===== src/rtl/spawn_scheduler.sv =====
// -----------------------------------------------------------------------------
// spawn_scheduler
//
// Purpose:
//    Sequences alien spawn requests into event_core while a level is in play.
//    On start it derives a level-scaled spawn interval (in 10 Hz ticks) and a
//    per-level spawn quota, then repeatedly waits out the interval, holds off
//    while the field is at object capacity, and hands each spawn over with a
//    valid/ready handshake until the quota is exhausted. abort returns the
//    block to IDLE at any time.
//
// Optional feature macro:
//    SPAWN_JITTER_EN - adds input jitter[1:0]; every timer reload becomes
//                      interval + jitter, saturating at 2^CNT_W - 1.
//
// Ports:
//    clk            in   system clock
//    rst            in   asynchronous active-high reset
//    start          in   one-cycle pulse, latches level and begins a sequence
//    abort          in   one-cycle pulse, returns to IDLE (wins over start)
//    level          in   current level, sampled on start
//    tick           in   one-cycle 10 Hz strobe, synchronous to clk
//    object_count   in   live objects reported by event_core
//    spawn_ready    in   event_core accepts a spawn this cycle
//    jitter         in   (SPAWN_JITTER_EN only) extra ticks added on reload
//    spawn_valid    out  spawn request pending (state REQ)
//    spawn_done     out  quota exhausted (state DONE)
//    busy           out  high in WAIT, HOLD and REQ
//    spawned_count  out  handshakes completed in the current sequence
// -----------------------------------------------------------------------------
module spawn_scheduler #(
   parameter int LEVEL_SIZE    = 4,
   parameter int CNT_W         = 8,
   parameter int BASE_INTERVAL = 50,
   parameter int INTERVAL_STEP = 5,
   parameter int MIN_INTERVAL  = 10,
   parameter int BASE_QUOTA    = 6,
   parameter int QUOTA_STEP    = 2,
   parameter int MAX_OBJECTS   = 8
) (
   input  logic                  clk,
   input  logic                  rst,
   input  logic                  start,
   input  logic                  abort,
   input  logic [LEVEL_SIZE-1:0] level,
   input  logic                  tick,
   input  logic [3:0]            object_count,
   input  logic                  spawn_ready,
`ifdef SPAWN_JITTER_EN
   input  logic [1:0]            jitter,
`endif
   output logic                  spawn_valid,
   output logic                  spawn_done,
   output logic                  busy,
   output logic [CNT_W-1:0]      spawned_count
);

   // Start arithmetic is carried out wide enough that step*level cannot wrap.
   localparam int CALC_W = CNT_W + LEVEL_SIZE;

   localparam logic [CALC_W-1:0] BASE_I_C  = CALC_W'(BASE_INTERVAL);
   localparam logic [CALC_W-1:0] STEP_I_C  = CALC_W'(INTERVAL_STEP);
   localparam logic [CALC_W-1:0] MIN_I_C   = CALC_W'(MIN_INTERVAL);
   localparam logic [CALC_W-1:0] BASE_Q_C  = CALC_W'(BASE_QUOTA);
   localparam logic [CALC_W-1:0] STEP_Q_C  = CALC_W'(QUOTA_STEP);
   localparam logic [CALC_W-1:0] CNT_MAX_C = CALC_W'((2 ** CNT_W) - 1);

   typedef enum logic [2:0] {
      ST_IDLE = 3'd0,
      ST_WAIT = 3'd1,
      ST_HOLD = 3'd2,
      ST_REQ  = 3'd3,
      ST_DONE = 3'd4
   } state_t;

   // interval = max(MIN, BASE - STEP*level); an underflowing difference clamps
   // to MIN as well. The result is also capped to the counter range.
   function automatic logic [CNT_W-1:0] calc_interval(input logic [LEVEL_SIZE-1:0] lvl);
      logic [CALC_W-1:0] lvl_w;
      logic [CALC_W-1:0] reduction;
      logic [CALC_W-1:0] diff;
      logic [CALC_W-1:0] res;
      lvl_w     = {{CNT_W{1'b0}}, lvl};
      reduction = STEP_I_C * lvl_w;
      diff      = BASE_I_C - reduction;
      res       = ((BASE_I_C > reduction) && (diff > MIN_I_C)) ? diff : MIN_I_C;
      res       = (res > CNT_MAX_C) ? CNT_MAX_C : res;
      return res[CNT_W-1:0];
   endfunction

   // quota = min(2^CNT_W - 1, BASE + STEP*level).
   function automatic logic [CNT_W-1:0] calc_quota(input logic [LEVEL_SIZE-1:0] lvl);
      logic [CALC_W-1:0] lvl_w;
      logic [CALC_W-1:0] sum;
      lvl_w = {{CNT_W{1'b0}}, lvl};
      sum   = BASE_Q_C + (STEP_Q_C * lvl_w);
      sum   = (sum > CNT_MAX_C) ? CNT_MAX_C : sum;
      return sum[CNT_W-1:0];
   endfunction

   state_t             state_q, state_d;
   logic [CNT_W-1:0]   timer_q, timer_d;
   logic [CNT_W-1:0]   interval_q, interval_d;
   logic [CNT_W-1:0]   quota_q, quota_d;
   logic [CNT_W-1:0]   spawned_count_q, spawned_count_d;
   logic               spawn_valid_q, spawn_valid_d;
   logic               spawn_done_q, spawn_done_d;
   logic               busy_q, busy_d;

   logic [CNT_W-1:0]   start_interval;
   logic [CNT_W-1:0]   start_quota;
   logic [CNT_W-1:0]   start_reload;
   logic [CNT_W-1:0]   next_reload;
   logic [CNT_W-1:0]   count_inc;
   logic               at_capacity;

`ifdef SPAWN_JITTER_EN
   // Adds the jitter ticks to a reload value, saturating at the counter max.
   function automatic logic [CNT_W-1:0] reload_value(input logic [CNT_W-1:0] base,
                                                     input logic [1:0]       jit);
      logic [CNT_W:0] sum;
      sum = {1'b0, base} + {{(CNT_W-1){1'b0}}, jit};
      return sum[CNT_W] ? {CNT_W{1'b1}} : sum[CNT_W-1:0];
   endfunction
`else
   // Without jitter the timer reloads the exact interval.
   function automatic logic [CNT_W-1:0] reload_value(input logic [CNT_W-1:0] base,
                                                     input logic [1:0]       jit);
      logic [1:0] unused_jit;
      unused_jit = jit;
      return base;
   endfunction
`endif

   // Derived values used by the next-state logic.
   always_comb begin
      start_interval = calc_interval(level);
      start_quota    = calc_quota(level);
`ifdef SPAWN_JITTER_EN
      start_reload   = reload_value(start_interval, jitter);
      next_reload    = reload_value(interval_q, jitter);
`else
      start_reload   = reload_value(start_interval, 2'b00);
      next_reload    = reload_value(interval_q, 2'b00);
`endif
      count_inc      = spawned_count_q + CNT_W'(1);
      at_capacity    = (32'(object_count) >= MAX_OBJECTS);
   end

   // Next-state, timer, latched-parameter and counter logic.
   always_comb begin
      state_d         = state_q;
      timer_d         = timer_q;
      interval_d      = interval_q;
      quota_d         = quota_q;
      spawned_count_d = spawned_count_q;

      if (abort) begin
         // spawned_count deliberately holds so the aborted progress stays visible
         state_d = ST_IDLE;
      end else begin
         case (state_q)
            ST_IDLE, ST_DONE: begin
               if (start) begin
                  interval_d      = start_interval;
                  quota_d         = start_quota;
                  timer_d         = start_reload;
                  spawned_count_d = {CNT_W{1'b0}};
                  state_d         = ST_WAIT;
               end else begin
                  state_d = state_q;
               end
            end
            ST_WAIT: begin
               if (tick) begin
                  if (timer_q == CNT_W'(1)) begin
                     state_d = at_capacity ? ST_HOLD : ST_REQ;
                  end else begin
                     timer_d = timer_q - CNT_W'(1);
                  end
               end else begin
                  state_d = ST_WAIT;
               end
            end
            ST_HOLD: begin
               // ticks are ignored here; only capacity matters
               if (!at_capacity) begin
                  state_d = ST_REQ;
               end else begin
                  state_d = ST_HOLD;
               end
            end
            ST_REQ: begin
               // the timer is frozen and any coincident tick is discarded
               if (spawn_ready) begin
                  spawned_count_d = count_inc;
                  if (count_inc == quota_q) begin
                     state_d = ST_DONE;
                  end else begin
                     timer_d = next_reload;
                     state_d = ST_WAIT;
                  end
               end else begin
                  state_d = ST_REQ;
               end
            end
            default: begin
               state_d = ST_IDLE;
            end
         endcase
      end
   end

   // Output decode from the next state so the flopped outputs track state_q.
   always_comb begin
      spawn_valid_d = (state_d == ST_REQ);
      spawn_done_d  = (state_d == ST_DONE);
      busy_d        = (state_d == ST_WAIT) || (state_d == ST_HOLD) || (state_d == ST_REQ);
   end

   // State, datapath and output registers.
   always_ff @(posedge clk or posedge rst) begin
      if (rst) begin
         state_q         <= ST_IDLE;
         timer_q         <= {CNT_W{1'b0}};
         interval_q      <= {CNT_W{1'b0}};
         quota_q         <= {CNT_W{1'b0}};
         spawned_count_q <= {CNT_W{1'b0}};
         spawn_valid_q   <= 1'b0;
         spawn_done_q    <= 1'b0;
         busy_q          <= 1'b0;
      end else begin
         state_q         <= state_d;
         timer_q         <= timer_d;
         interval_q      <= interval_d;
         quota_q         <= quota_d;
         spawned_count_q <= spawned_count_d;
         spawn_valid_q   <= spawn_valid_d;
         spawn_done_q    <= spawn_done_d;
         busy_q          <= busy_d;
      end
   end

   assign spawn_valid   = spawn_valid_q;
   assign spawn_done    = spawn_done_q;
   assign busy          = busy_q;
   assign spawned_count = spawned_count_q;

endmodule


===== config.mk =====
export PLATFORM = sky130hd
export DESIGN_NAME = spawn_scheduler
export DESIGN_NICKNAME = d
export VERILOG_FILES = /design/src/rtl/spawn_scheduler.sv
export SDC_FILE = /design/constraint.sdc
export NUM_CORES = 1
export LEC_CHECK = 0
export BUFFER_PORTS_ARGS = -buffer_cell sky130_fd_sc_hd__buf_2
export CORE_MARGIN = 4
export CORE_UTILIZATION = 59
export DETAILED_ROUTE_END_ITERATION = 10
export HOLD_SLACK_MARGIN = 0.08
export PLACE_DENSITY = 0.8
export SETUP_SLACK_MARGIN = 0.3
export SYNTH_ARGS = -nofsm -noshare
export SYNTH_HDL_FRONTEND = slang
export SYNTH_SLANG_ARGS = --single-unit
export TNS_END_PERCENT = 100

===== constraint.sdc =====
create_clock -name clk -period 2.8 [get_ports clk]
set_input_delay 0 -clock clk [delete_from_list [all_inputs] [get_ports clk]]
set_output_delay 0 -clock clk [all_outputs]
set_load 0.005 [all_outputs]

== Word level (Yosys, flattened, before mapping) ==
Cells that the tools add are included.
Cells by class
  add/sub/neg operators: 4
  multipliers: 1
  magnitude comparators: 5
  eq/ne operators: 15
  multiplexer cells: 20
  bitwise operators: 1
  reductions and logical operators: 10
Operator list (number)
  2-to-1 mux 8 bit: 9
  one-hot mux 8 bit (3 select lines): 1
  2-to-1 mux 3 bit: 6
  one-hot mux 8 bit (2 select lines): 1
  equality test 3 x 2 -> 1 bit (second input constant): 4
  greater-than comparator 12 x 4 -> 1 bit (second input constant): 1
  greater-than comparator 12 x 8 -> 1 bit (second input constant): 1
  2-to-1 mux 12 bit: 1
  one-hot mux 3 bit (4 select lines): 1
  inequality test 2 bit (second input constant): 5
  adder 8 x 1 -> 8 bit (second input constant): 1
  equality test 8 x 1 -> 1 bit (second input constant): 1
  equality test 8 bit: 1
  greater-than comparator 6 x 8 -> 1 bit (second input constant): 1
  subtractor 6 x 7 -> 8 bit (first input constant): 1
  subtractor 8 x 1 -> 8 bit (second input constant): 1
  greater-than comparator 6 x 7 -> 1 bit (first input constant): 1
  multiplier 3 x 4 -> 7 bit (first input constant): 1
  AND reduction 7 bit: 1
  adder 3 x 5 -> 6 bit (first input constant): 1
  equality test 3 x 1 -> 1 bit (second input constant): 2
  equality test 3 bit (second input constant): 2
  greater-or-equal comparator 4 bit (second input constant): 1
  AND reduction 4 bit: 1
  other kinds (9): 10
Word-level totals
  bits in registers: 38
  input bits: 14
  logic and storage cells: 64

== Depth between registers and ports, before layout ==
  word-level depth: 9
  depth in mapped cells: 10
  gate-level depth less buffers: 10

== Worst setup path after synthesis ==
Ideal clock, no wire load.
  kind: reg-to-reg
  from: register spawned_count_q[0], in the netlist spawned_count[0]
  to: register timer_q[2]
  library setup time: 0.125 ns
  arrival: 2.055 ns
  setup slack: 0.620 ns
  stages on the path, launching flop included: 9
  clock period less this slack: 2.180 ns
  cells stage by stage: dfrtp_1 -> ha_1 -> nand3_1 -> or2_1 -> o32ai_2 -> o2111ai_2 -> and2_4 -> buf_6 -> mux2_4
Between the ends
  cells in the longest elaborated chain, start to end: 4
Ends and longest elaborated chain
  from (decl): RTL line 105  | logic [CNT_W-1:0] spawned_count_q, spawned_count_d;
  from (signal assigned): RTL line 228  | spawned_count_q <= {CNT_W{1'b0}};
  from (signal assigned): RTL line 237  | spawned_count_q <= spawned_count_d;
  adder 8 x 1 -> 8 bit: RTL line 146  | count_inc = spawned_count_q + CNT_W'(1);
  equality test 8 bit: RTL line 197  | if (count_inc == quota_q) begin
  inequality test 2 bit (no source line)
  AND reduction 7 bit (no source line)
  to (signal assigned): RTL line 225  | timer_q <= {CNT_W{1'b0}};
  to (signal assigned): RTL line 234  | timer_q <= timer_d;
  to (decl): RTL line 102  | logic [CNT_W-1:0] timer_q, timer_d;
Every way passes these cells.
A chain may end at the register's enable or synchronous reset.

== Worst setup path after layout ==
Ends and elaborated chain as after synthesis.

==> results.ini <==
[die]
start_util_pct=62.8
die_h_um=71.3
num_io_pins=25
dieArea_um2=5090
placementRows=22
core-area_um2=3770
die_w_um=71.3

[timing]
hold_viol=0
rsz0062_at_grt=no
period_share_pct=84.0
worst_pin_slew_ns=0.542
skew_ns=0.00843
setup_viol=0
clock.fmax_mhz=425
slew_violations=0
final.min_clock_period_ns=2.35
relSlewSlack_pct=63.6
setup_tns_ns=0

[global_routing]
grt.overflow.total=0
grt.met1_usage_pct=27.3
grt_use_met2_pct=36.7
grt_pass1_vias=2000
grt_first_pass_wirelength_mm=8.93
grtUsageMet3_pct=4.91
top_usage_layer=met2
grt_max_degree=36
track_usage_pct=21.8
antenna_found_initial=0

[finish]
area_growth_pct=14.0
layout-drive-gt1-share_pct=14.7
antenna_cells=0
fill_cells=282
fin_nets=318
finish.utilization_pct=71.6

[cts]
clk_transition_reported_paths_ns=0.07
postCtsSetupBuffers=0
cts_max_level=2
cts_tree=built
cts_buffer_depth=2
clock_sinks=35
numCtsBuffers=5
ctsRootBufferMaster=clkbuf_8
clk_latency_ns=0.29

[route]
wire_per_inst_um=15.6
drc=0
vias=2053
avgViaCountPerCell=6.02
routed_wirelength_mm=5.31
dr.pass1.iters=4
ant_nets=0
drt_iter0_markers=147

[critical_path]
crit_slowest_cell=dfrtp_1
cp.required_ns=2.97
cpPeakStageDelay_ns=0.46
path_class=reg2reg
cp-end-kind=flip-flop
cp-startpoint=spawned_count[0]
r2r_cells=7
cp_top_family=simple AND/OR/NAND/NOR gates
critPathLaunchType=flip-flop
worstPathMaxFanout=8
path_cells=ha_1 -> nand3_2 -> or2_1 -> o32ai_2 -> o2111ai_2 -> and2_4 -> mux2_4
crit_arrival_ns=2.52
cp.buffers_inverters=0
r2r_start=spawned_count[0]
critical_path_cell_count=7

[hold_path]
hold_path_class=in2reg
hold_path_depth=4
holdCritStartpoint=spawn_ready

[yosys]
synth_nets=287
synthCells=261
synth_ff_type=dfrtp_1
synth_edf_count=0
synth_top_area_cell=dfrtp_1
syn-cell-area_um2=2370
synth-seq-cells=35
synth_top_area_share_pct=37.0
yosys_warnings=0
synth-async-reset-ratio_pct=100
seq_area_frac_synth_pct=37.0
synth.distinct_cells=49
synth.area.top_cells=dfrtp_1 (37%), ha_1 (5.8%), nand2_1 (5.1%), o21ai_0 (4.2%), mux2i_1 (3.4%)
syn-mean-instance-area_um2=9.07

[power_and_ir_drop]
leakage_nw=1.23
power_mw=1.54
ir_drop_v=0.000426
powerDensity_nw_per_um2=571

[job]
drv_cap=0

[outcome]
status=finished clean

[place]
numPortBuffers=21
gp_congestion=0.890
dp_hpwl_mm=3.70

cells by family after synthesis:
| logic type | count (synthesis) | synth area share [%] |
|---|---|---|
| AO/OA/AOI/OAI | 66 | 19.6 |
| XOR/XNOR | 18 | 7.24 |
| adder cells (fa/ha/maj) | 12 | 6.66 |
| buffers and inverters | 21 | 3.96 |
| flip-flops | 35 | 37.0 |
| multiplexers | 11 | 5.29 |
| AND/OR/NAND/NOR | 98 | 20.3 |
state kept, by name, summed over array words and instances, names as in the netlist:
register       flops
spawn_done         1
interval_q         8
quota_q            5
timer_q            8
spawned_count      8
spawn_valid        1
state_q            3
busy               1
worst paths after layout:
check | endpoint | slack, ns
worst max register to register | timer_q[2] | 0.45
worst max-delay path | timer_q[2] | 0.45
min in group asynchronous | spawned_count[7] | 0.35
worst min register to register | interval_q[7] | 0.49
worst min-delay path | busy | 0.10
max in group asynchronous | interval_q[2] | 2.11
placed cells by master, fill, tap and decap left out, drive strengths merged, types with 3 or more instances in the layout:
cell type    count
a21o             3
a21oi           10
a22o             3
a32o             3
buf             25
clkbuf           8
dfrtp           35
dlygate4sd3      8
ha              11
inv             12
mux2             3
mux2i            8
nand2           32
nand2b           5
nand3            8
nor2            21
nor2b            6
nor3             7
nor4             3
o21ai           21
o31ai            8
o41ai            3
or3              3
xnor2            8
xor2             9
area by class of cell:
class	instances	area [µm²]	area share [%]
multi-input combinational	205	1400	52.0
sequential	35	876	32.5
clock buffer	8	100	3.71
inverter	12	45.0	1.67
timing repair buffer	33	215	7.97
tap	48	60.1	2.23
timing repair:
| action | in CTS | in global routing |
|---|---|---|
| hold buffers | 8 | 0 |
| setup endpoints to repair | 0 | 4 |
| endpoints found under the hold margin | 44 | 0 |
| resized for setup | 0 | 1 |
per-stage QoR:
step | std cells | hold slack (ns) | area, µm² | setup WS (ns)
finish | 341 | 0.104 | 2700 | 0.447
detailed placement | 325 | 0.127 | 2510 | 0.235
global placement | 325 | 0.120 | 2510 | 0.318
global route | 341 | 0.122 | 2700 | 0.278
floorplan | 261 | 0.0982 | 2370 | 0.620
CTS | 341 | 0.101 | 2690 | 0.416
power breakdown:
part / switching (mW) / internal, mW / total, mW / leakage [nW]
Combinational: 0.230 / 0.216 / 0.447 / 0.724
Clock: 0.184 / 0.225 / 0.408 / 0.0515
Sequential: 0.0942 / 0.593 / 0.687 / 0.449
tightest hold or removal path, delay by kind of cell:
kind | cells | cell delay [ns]
and+or+nand+nor | 2 | 0.16
AOI/OAI and AO/OA | 1 | 0.06
buffers and inverters | 1 | 0.13
cell usage after synthesis, types with 8 or more instances:
| cell type | instances |
|---|---|
| a21oi_1 | 10 |
| dfrtp_1 | 35 |
| ha_1 | 11 |
| inv_1 | 12 |
| mux2i_1 | 8 |
| nand2_1 | 32 |
| nand3_1 | 8 |
| nor2_1 | 21 |
| o21ai_0 | 20 |
| o31ai_1 | 8 |
| xnor2_1 | 8 |
| xor2_1 | 9 |
routing by layer:
| metal | vias to the layer above | wire [µm] |
|---|---|---|
| li1 | 994 | - |
| met1 | 987 | 2340 |
| met2 | 56 | 2590 |
| met3 | 16 | 259 |
| met4 | 0 | 119 |
| met5 | - | 0 |
Power figures use the tool's default switching activity.
